### config.mk
export PLATFORM = sky130hd
export DESIGN_NAME = mdu_exec_ctrl
export DESIGN_NICKNAME = d
export VERILOG_FILES = /design/src/rtl/alu_pkg.sv /design/src/rtl/mdu_divider.sv /design/src/rtl/mdu_exec_ctrl.sv
export SDC_FILE = /design/constraint.sdc
export NUM_CORES = 2
export LEC_CHECK = 0
export ABC_CLOCK_PERIOD_IN_PS = 17700
export CORE_ASPECT_RATIO = 1.25
export CORE_MARGIN = 8
export CORE_UTILIZATION = 35
export CTS_CLUSTER_SIZE = 40
export DETAILED_ROUTE_END_ITERATION = 10
export GPL_ROUTABILITY_DRIVEN = 0
export SETUP_SLACK_MARGIN = 0.1
export SYNTH_ARGS = -nofsm -noshare
export SYNTH_HDL_FRONTEND = slang
export SYNTH_SLANG_ARGS = --single-unit
### constraint.sdc
create_clock -name clk -period 17.7 [get_ports clk]
set_clock_uncertainty 0.05 [all_clocks]
set_input_delay 2.655 -clock clk [delete_from_list [all_inputs] [get_ports clk]]
set_output_delay 2.655 -clock clk [all_outputs]
set_load 0.02 [all_outputs]
### src/rtl/alu_pkg.sv
// Shared definitions for the execute-stage ALU decoder and the M-extension unit.
`timescale 1ns/1ps
package alu_pkg;

  // 4-bit ALU control codes driven to the execute-stage ALU.
  localparam logic [3:0] ALU_ADD  = 4'b0000;
  localparam logic [3:0] ALU_SUB  = 4'b0001;
  localparam logic [3:0] ALU_XOR  = 4'b0010;
  localparam logic [3:0] ALU_OR   = 4'b0011;
  localparam logic [3:0] ALU_AND  = 4'b0100;
  localparam logic [3:0] ALU_SLL  = 4'b0101;
  localparam logic [3:0] ALU_SRL  = 4'b0110;
  localparam logic [3:0] ALU_SRA  = 4'b0111;
  localparam logic [3:0] ALU_SLT  = 4'b1000;
  localparam logic [3:0] ALU_SLTU = 4'b1001;
  localparam logic [3:0] ALU_BEQ  = 4'b1010;
  localparam logic [3:0] ALU_BNE  = 4'b1011;
  localparam logic [3:0] ALU_BLT  = 4'b1100;
  localparam logic [3:0] ALU_BGE  = 4'b1101;
  localparam logic [3:0] ALU_BLTU = 4'b1110;
  localparam logic [3:0] ALU_BGEU = 4'b1111;
  localparam logic [3:0] ALU_AUX  = 4'b1111;

  // M-extension operations, encoded exactly as funct3.
  typedef enum logic [2:0] {
    MDU_MUL    = 3'b000,
    MDU_MULH   = 3'b001,
    MDU_MULHSU = 3'b010,
    MDU_MULHU  = 3'b011,
    MDU_DIV    = 3'b100,
    MDU_DIVU   = 3'b101,
    MDU_REM    = 3'b110,
    MDU_REMU   = 3'b111
  } mdu_op_e;

  typedef enum logic [1:0] {
    MDU_IDLE = 2'b00,
    MDU_S_MUL = 2'b01,
    MDU_S_DIV = 2'b10,
    MDU_DONE = 2'b11
  } mdu_state_e;

  function automatic logic mdu_is_div(input mdu_op_e op);
    return op inside {MDU_DIV, MDU_DIVU, MDU_REM, MDU_REMU};
  endfunction

  function automatic logic mdu_is_signed_div(input mdu_op_e op);
    return op inside {MDU_DIV, MDU_REM};
  endfunction

  function automatic logic mdu_wants_rem(input mdu_op_e op);
    return op inside {MDU_REM, MDU_REMU};
  endfunction

endpackage

### src/rtl/mdu_divider.sv
// Iterative unsigned restoring divider: one quotient bit per cycle.
// The quotient/remainder outputs show the result of the step being taken
// this cycle, so they are final in the cycle where done is high.
`timescale 1ns/1ps
module mdu_divider #(
  parameter int XLEN = 32
) (
  input  logic            clk,
  input  logic            rst_n,
  input  logic            start,
  input  logic            abort,
  input  logic [XLEN-1:0] dividend,
  input  logic [XLEN-1:0] divisor,
  output logic            busy,
  output logic            done,
  output logic [XLEN-1:0] quotient,
  output logic [XLEN-1:0] remainder
);

  localparam int CW = $clog2(XLEN + 1);

  logic [CW-1:0]   count;
  logic [XLEN-1:0] rem_q;
  logic [XLEN-1:0] quo_q;
  logic [XLEN-1:0] div_q;

  logic [XLEN:0]   shifted;
  logic [XLEN:0]   diff;
  logic [XLEN-1:0] rem_next;
  logic [XLEN-1:0] quo_next;

  // One restoring step: shift in the next dividend bit, keep the trial
  // subtraction only when it does not go negative.
  always_comb begin
    shifted  = {rem_q, quo_q[XLEN-1]};
    diff     = shifted - {1'b0, div_q};
    rem_next = diff[XLEN] ? shifted[XLEN-1:0] : diff[XLEN-1:0];
    quo_next = {quo_q[XLEN-2:0], ~diff[XLEN]};
  end

  assign busy      = (count != '0);
  assign done      = (count == CW'(1));
  assign quotient  = quo_next;
  assign remainder = rem_next;

  // Iteration registers: load on start, step while busy, drop on abort.
  always_ff @(posedge clk) begin
    // NOTE: clocked state always uses non-blocking (<=) so every register
    // samples pre-edge values; blocking here would create order-dependent races.
    if (!rst_n) begin
      count <= '0;
      rem_q <= '0;
      quo_q <= '0;
      div_q <= '0;
    end else if (abort) begin
      count <= '0;
    end else if (start) begin
      count <= CW'(XLEN);
      rem_q <= '0;
      quo_q <= dividend;
      div_q <= divisor;
    end else if (busy) begin
      count <= count - CW'(1);
      rem_q <= rem_next;
      quo_q <= quo_next;
    end
  end

endmodule

### src/rtl/mdu_exec_ctrl.sv
// Execute-stage ALU control decoder with an RV32M multiply/divide unit.
// Base ops decode combinationally; M ops run a 2-cycle multiply or an
// iterative divide and stall the pipeline until the result is ready.
`timescale 1ns/1ps
module mdu_exec_ctrl
  import alu_pkg::*;
#(
  parameter int XLEN     = 32,
  parameter bit ENABLE_M = 1'b1
) (
  input  logic            clk,
  input  logic            rst_n,
  input  logic            valid_i,
  input  logic [1:0]      alu_op_i,
  input  logic            op5_i,
  input  logic [2:0]      funct3_i,
  input  logic [6:0]      funct7_i,
  input  logic [XLEN-1:0] a_i,
  input  logic [XLEN-1:0] b_i,
  input  logic            flush_i,
  output logic [3:0]      alu_ctrl_o,
  output logic            is_mdu_o,
  output logic            stall_o,
  output logic            mdu_valid_o,
  output logic [XLEN-1:0] mdu_result_o
);

  localparam logic [XLEN-1:0] MOST_NEG = {1'b1, {(XLEN-1){1'b0}}};
  localparam logic [XLEN-1:0] ALL_ONES = '1;

  mdu_state_e      state;
  mdu_op_e         op_in;
  mdu_op_e         op_q;
  logic [XLEN-1:0] a_q;
  logic [XLEN-1:0] b_q;
  logic            q_neg_q;
  logic            r_neg_q;

  logic            is_mdu;
  logic            alt_sel;
  logic            accept;
  logic            div_by_zero;
  logic            div_ovf;
  logic            a_neg;
  logic            b_neg;
  logic [XLEN-1:0] dividend_abs;
  logic [XLEN-1:0] divisor_abs;
  logic [XLEN-1:0] special_res;
  logic            div_start;
  logic            div_busy;
  logic            div_done;
  logic [XLEN-1:0] div_quo;
  logic [XLEN-1:0] div_rem;
  logic [XLEN-1:0] div_res;

  logic [2*XLEN-1:0] a_ext;
  logic [2*XLEN-1:0] b_ext;
  logic [2*XLEN-1:0] product;
  logic [XLEN-1:0]   mul_res;

  assign is_mdu   = ENABLE_M && (alu_op_i == 2'b10) && op5_i && (funct7_i == 7'b0000001);
  assign is_mdu_o = is_mdu;
  assign op_in    = mdu_op_e'(funct3_i);
  assign alt_sel  = op5_i & funct7_i[5];

  // Base ALU control decode; M ops present ADD to the ALU.
  always_comb begin
    // NOTE: the default assignment first guarantees every path drives the
    // output, so no latch is inferred for unlisted cases.
    alu_ctrl_o = ALU_ADD;
    if (!is_mdu) begin
      unique case (alu_op_i)
        2'b00: alu_ctrl_o = ALU_ADD;
        2'b01: begin
          unique case (funct3_i)
            3'b000:  alu_ctrl_o = ALU_BEQ;
            3'b001:  alu_ctrl_o = ALU_BNE;
            3'b100:  alu_ctrl_o = ALU_BLT;
            3'b101:  alu_ctrl_o = ALU_BGE;
            3'b110:  alu_ctrl_o = ALU_BLTU;
            3'b111:  alu_ctrl_o = ALU_BGEU;
            default: alu_ctrl_o = ALU_ADD;
          endcase
        end
        2'b10: begin
          unique case (funct3_i)
            3'b000:  alu_ctrl_o = alt_sel ? ALU_SUB : ALU_ADD;
            3'b001:  alu_ctrl_o = ALU_SLL;
            3'b010:  alu_ctrl_o = ALU_SLT;
            3'b011:  alu_ctrl_o = ALU_SLTU;
            3'b100:  alu_ctrl_o = ALU_XOR;
            3'b101:  alu_ctrl_o = alt_sel ? ALU_SRA : ALU_SRL;
            3'b110:  alu_ctrl_o = ALU_OR;
            default: alu_ctrl_o = ALU_AND;
          endcase
        end
        default: alu_ctrl_o = ALU_AUX;
      endcase
    end
  end

  // Divide setup from the live operands: special cases, magnitudes, signs.
  always_comb begin
    div_by_zero  = (b_i == '0);
    div_ovf      = mdu_is_signed_div(op_in) && (a_i == MOST_NEG) && (b_i == ALL_ONES);
    a_neg        = mdu_is_signed_div(op_in) & a_i[XLEN-1];
    b_neg        = mdu_is_signed_div(op_in) & b_i[XLEN-1];
    dividend_abs = a_neg ? -a_i : a_i;
    divisor_abs  = b_neg ? -b_i : b_i;
    if (div_by_zero) special_res = mdu_wants_rem(op_in) ? a_i : ALL_ONES;
    else             special_res = mdu_wants_rem(op_in) ? '0  : a_i;
  end

  assign accept    = (state == MDU_IDLE) && valid_i && is_mdu && !flush_i;
  assign div_start = accept && mdu_is_div(op_in) && !div_by_zero && !div_ovf;
  assign stall_o   = valid_i && is_mdu && (state != MDU_DONE);

  // Full-width product from latched operands, extended per signedness.
  always_comb begin
    a_ext   = (op_q == MDU_MULH || op_q == MDU_MULHSU) ?
              {{XLEN{a_q[XLEN-1]}}, a_q} : {{XLEN{1'b0}}, a_q};
    b_ext   = (op_q == MDU_MULH) ? {{XLEN{b_q[XLEN-1]}}, b_q} : {{XLEN{1'b0}}, b_q};
    product = a_ext * b_ext;
    mul_res = (op_q == MDU_MUL) ? product[XLEN-1:0] : product[2*XLEN-1:XLEN];
  end

  // Sign fix of the final divider step: quotient follows sign difference,
  // remainder follows the dividend.
  always_comb begin
    if (mdu_wants_rem(op_q)) div_res = r_neg_q ? -div_rem : div_rem;
    else                     div_res = q_neg_q ? -div_quo : div_quo;
  end

  mdu_divider #(.XLEN(XLEN)) u_divider (
    .clk       (clk),
    .rst_n     (rst_n),
    .start     (div_start),
    .abort     (flush_i),
    .dividend  (dividend_abs),
    .divisor   (divisor_abs),
    .busy      (div_busy),
    .done      (div_done),
    .quotient  (div_quo),
    .remainder (div_rem)
  );

  // Sequencing FSM with registered result and valid pulse.
  always_ff @(posedge clk) begin
    if (!rst_n) begin
      // NOTE: datapath registers are reset too, so the result bus is a
      // defined zero after reset rather than whatever powered up.
      state        <= MDU_IDLE;
      op_q         <= MDU_MUL;
      a_q          <= '0;
      b_q          <= '0;
      q_neg_q      <= 1'b0;
      r_neg_q      <= 1'b0;
      mdu_valid_o  <= 1'b0;
      mdu_result_o <= '0;
    end else begin
      mdu_valid_o <= 1'b0;
      if (flush_i) begin
        state <= MDU_IDLE;
      end else begin
        unique case (state)
          MDU_IDLE: begin
            if (accept) begin
              op_q    <= op_in;
              a_q     <= a_i;
              b_q     <= b_i;
              q_neg_q <= a_neg ^ b_neg;
              r_neg_q <= a_neg;
              if (!mdu_is_div(op_in)) begin
                state <= MDU_S_MUL;
              end else if (div_by_zero || div_ovf) begin
                mdu_result_o <= special_res;
                mdu_valid_o  <= 1'b1;
                state        <= MDU_DONE;
              end else begin
                state <= MDU_S_DIV;
              end
            end
          end
          MDU_S_MUL: begin
            mdu_result_o <= mul_res;
            mdu_valid_o  <= 1'b1;
            state        <= MDU_DONE;
          end
          MDU_S_DIV: begin
            if (div_done) begin
              mdu_result_o <= div_res;
              mdu_valid_o  <= 1'b1;
              state        <= MDU_DONE;
            end else if (!div_busy) begin
              state <= MDU_IDLE;
            end
          end
          default: state <= MDU_IDLE;
        endcase
      end
    end
  end

endmodule

==> impl_metrics.env <==
export IMPL_finish_instance_area_sq_um=66400
export IMPL_fp_row_count=173
export IMPL_vias=48700
export IMPL_grt_start_max_net_pins=91
export IMPL_vias_in_the_first_global_route=52400
export IMPL_detail_route_drc_violations=0
export IMPL_critPathCaptureType="flop"
export IMPL_synth_warnings=0
export IMPL_use_met1=0.250
export IMPL_post_layout_nonfiller_instances=9326
export IMPL_cellLeakagePower_nw=32.5
export IMPL_finalWorstSetupSlack_ps=7220
export IMPL_number_of_antenna_violations_at_the_first_check_in_global_routing=5
export IMPL_routedWlPerCell_microns=22.3
export IMPL_outcome="finished, final reports clean"
export IMPL_synth_cells_most_frequent="inv_1, fa_1, nand2_1, and2_1, ha_1"
export IMPL_number_of_design_rule_violations_left_by_the_first_detailed_router_iteration=3606
export IMPL_placement_io_buffers=119
export IMPL_ys_flop_type="dfxtp_1"
export IMPL_post_dp_cell_area_sq_um=65700
export IMPL_final_setup_viol_count=0
export IMPL_syn_area_per_cell_sq_um=8.80
export IMPL_critical_path_top_delay_cell="fa_1"
export IMPL_post_synth_num_cell_types=105
export IMPL_hold_path_class="reg2reg"
export IMPL_synth_top_cell_area_share=0.456
export IMPL_synthCells=7087
export IMPL_start_kind="flop"
export IMPL_clock_root_buffer="clkbuf_16"
export IMPL_number_of_enable_type_register_cells_in_the_synthesized_netlist=0
export IMPL_floorplan_die_width_microns=394
export IMPL_worst_ep_required_time_ps=18160
export IMPL_tritoncts="yes"
export IMPL_cp_max_fo=34
export IMPL_placedCellCount=9288
export IMPL_path_clk_slew_ps=70
export IMPL_number_of_detailed_route_iterations_in_the_first_pass=6
export IMPL_drive_above_1_share=0.0294
export IMPL_power_ir_vdd_worst_uv=410
export IMPL_hold_buffer_count_at_cts=0
export IMPL_fin_util=0.374
export IMPL_drv_max_cap_violation_count=0
export IMPL_worst_hold_path_num_cells=2
export IMPL_critical_path_class="reg2reg"
export IMPL_dp_final_hpwl_mm=169
export IMPL_finalMaxSlewViolations=0
export IMPL_antenna_left=0
export IMPL_route_detailed_vias_per_inst=5.23
export IMPL_powerDensity_nw_per_um2=46.4
export IMPL_reg2regPathDepth=30
export IMPL_ctsLongestPathBuffers=3
export IMPL_synth_area_top_cells="fa_1, inv_1, ha_1"
export IMPL_grtUsageMet2=0.375
export IMPL_finish_net_count=8803
export IMPL_grt_most_used_layer="met2"
export IMPL_asyncSetResetFlopFracSynth=0
export IMPL_yosys_cell_count_top_type="inv_1"
export IMPL_grt_pass1_wl_mm=319
export IMPL_floorplan_die_area_sq_um=192000
export IMPL_finalHoldViolations=0
export IMPL_grtUsageTotal=0.214
export IMPL_timing_critical_path_slowest_cell_delay_ps=1010
export IMPL_clock_insertion_delay_worst_skew_ps=580
export IMPL_synth_fp_nets=8940
export IMPL_synth_seq_area_share=0.0661
export IMPL_max_freq_mhz=95.4
export IMPL_synthToLayoutAreaGrowth_pct=6.51
export IMPL_min_period_ps=10480
export IMPL_clkSinkCount=206
export IMPL_ys_seq_elements=206
export IMPL_core_region_sq_um=177000
export IMPL_routed_wl_mm=208
export IMPL_initial_utilization=0.351
export IMPL_pin_count=120
export IMPL_syn_cell_area_sq_um=62400
export IMPL_most_frequent_cp_cell="fa_1"
export IMPL_cts_resized_gates=0
export IMPL_relSlewSlack=0.191
export IMPL_post_cts_setup_buffer_count=0
export IMPL_globalRoute_totalOverflow=0
export IMPL_post_route_period_util=0.592
export IMPL_global_route_usage_met3=0.0244
export IMPL_tritoncts_num_buffers=22
export IMPL_floorplan_die_height_microns=488
export IMPL_tightest_slew_ps=1210
export IMPL_timing_critical_path_arrival_ps=10940
export IMPL_unrepaired_setup_endpoints_after_global_routing="no"
export IMPL_htreeDepth=1
export IMPL_post_synth_top_area_cell="fa_1"
export IMPL_fin_tns_setup_ps=0
export IMPL_pre_cts_slack_ps=7310
[cell usage in the layout (no fill, tap or decap), types with 22 or more instances in the layout]
cell type / synthesis / layout
a211oi_1: 42 / 42
a21boi_0: 78 / 78
a21o_1: 48 / 48
a21oi_1: 173 / 171
a31oi_1: 32 / 32
and2_1: 481 / 481
and3_1: 25 / 25
buf_4: 2 / 92
clkbuf_16: 0 / 22
clkdlybuf4s50_1: 1 / 118
dfxtp_1: 206 / 196
fa_1: 1420 / 1420
ha_1: 352 / 352
inv_1: 1551 / 1551
mux2i_1: 38 / 38
nand2_1: 1060 / 1059
nand2b_1: 34 / 33
nand3_1: 91 / 90
nor2_1: 158 / 158
nor3_1: 55 / 54
o211a_1: 34 / 34
o211ai_1: 37 / 37
o21ai_0: 204 / 204
o31ai_1: 25 / 25
or3_1: 27 / 27
xnor2_1: 151 / 151
xor2_1: 99 / 99
[sequential cells by signal, indices dropped and copies added, names as in the netlist]
name             cells
b_q                 32
u_divider.div_q     32
state                2
u_divider.quo_q     32
mdu_valid_o          1
a_q                 32
r_neg_q              1
u_divider.rem_q     32
q_neg_q              1
mdu_result_o        32
op_q                 3
u_divider.count      6
[report_power, final]
| part | switching (W) | internal [W] | leakage (nW) |
|---|---|---|---|
| clock | 0.000230 | 0.000248 | 0.337 |
| combinational | 0.00139 | 0.000694 | 30.5 |
| sequential | 0.0000304 | 0.000489 | 1.67 |
[final timing paths]
check	slack (ps)	startpoint	end
max	7220	op_q[1]$_SDFFE_PN0P_	mdu_result_o[30]$_SDFFE_PN0P_
min	420	a_q[23]$_SDFFE_PN0P_	a_q[23]$_SDFFE_PN0P_
max reg2reg	7220	op_q[1]$_SDFFE_PN0P_	mdu_result_o[30]$_SDFFE_PN0P_
min reg2reg	420	a_q[23]$_SDFFE_PN0P_	a_q[23]$_SDFFE_PN0P_
[per-stage QoR]
step / hold WS (ps) / power [W]
after detailed placement: 409 / 0.00255
after global placement: 402 / 0.00254
after CTS: 418 / 0.00304
after floorplan: 391 / 0.00203
final: 417 / 0.00308
after global routing: 431 / 0.00325
[layer usage]
layer / part of all wire / vias up
li1: - / 21100
met1: 0.37 / 25000
met2: 0.49 / 1991
met3: 0.063 / 625
met4: 0.082 / 2
met5: 0.000067 / -
[final cells by class]
type	instances	area, sq um
repair buffers	210	1870
clock buffers	24	568
inverters	1555	5840
fillers	18100	111000
flip-flops and latches	206	4140
clock inverters	11	111
multi-input cells	4955	50900
diodes	3	7.51
well taps	2362	2960
[kinds of logic after synthesis]
group / after synthesis / share of synthesized area
xor+xnor: 250 / 0.0351
compound gates: 829 / 0.0893
mux: 46 / 0.00768
flops: 206 / 0.0661
buf+inv: 1926 / 0.118
fa+ha+maj: 1775 / 0.527
simple gates: 2055 / 0.157
[critical path, delay by kind of cell (launching register included)]
kind | cells | cell delay [ps]
compound gates | 7 | 1680
xor+xnor | 1 | 130
fa+ha+maj | 11 | 6400
buf+inv | 4 | 610
flops | 1 | 480
simple gates | 7 | 1030
(Power assumes the default switching activity.)
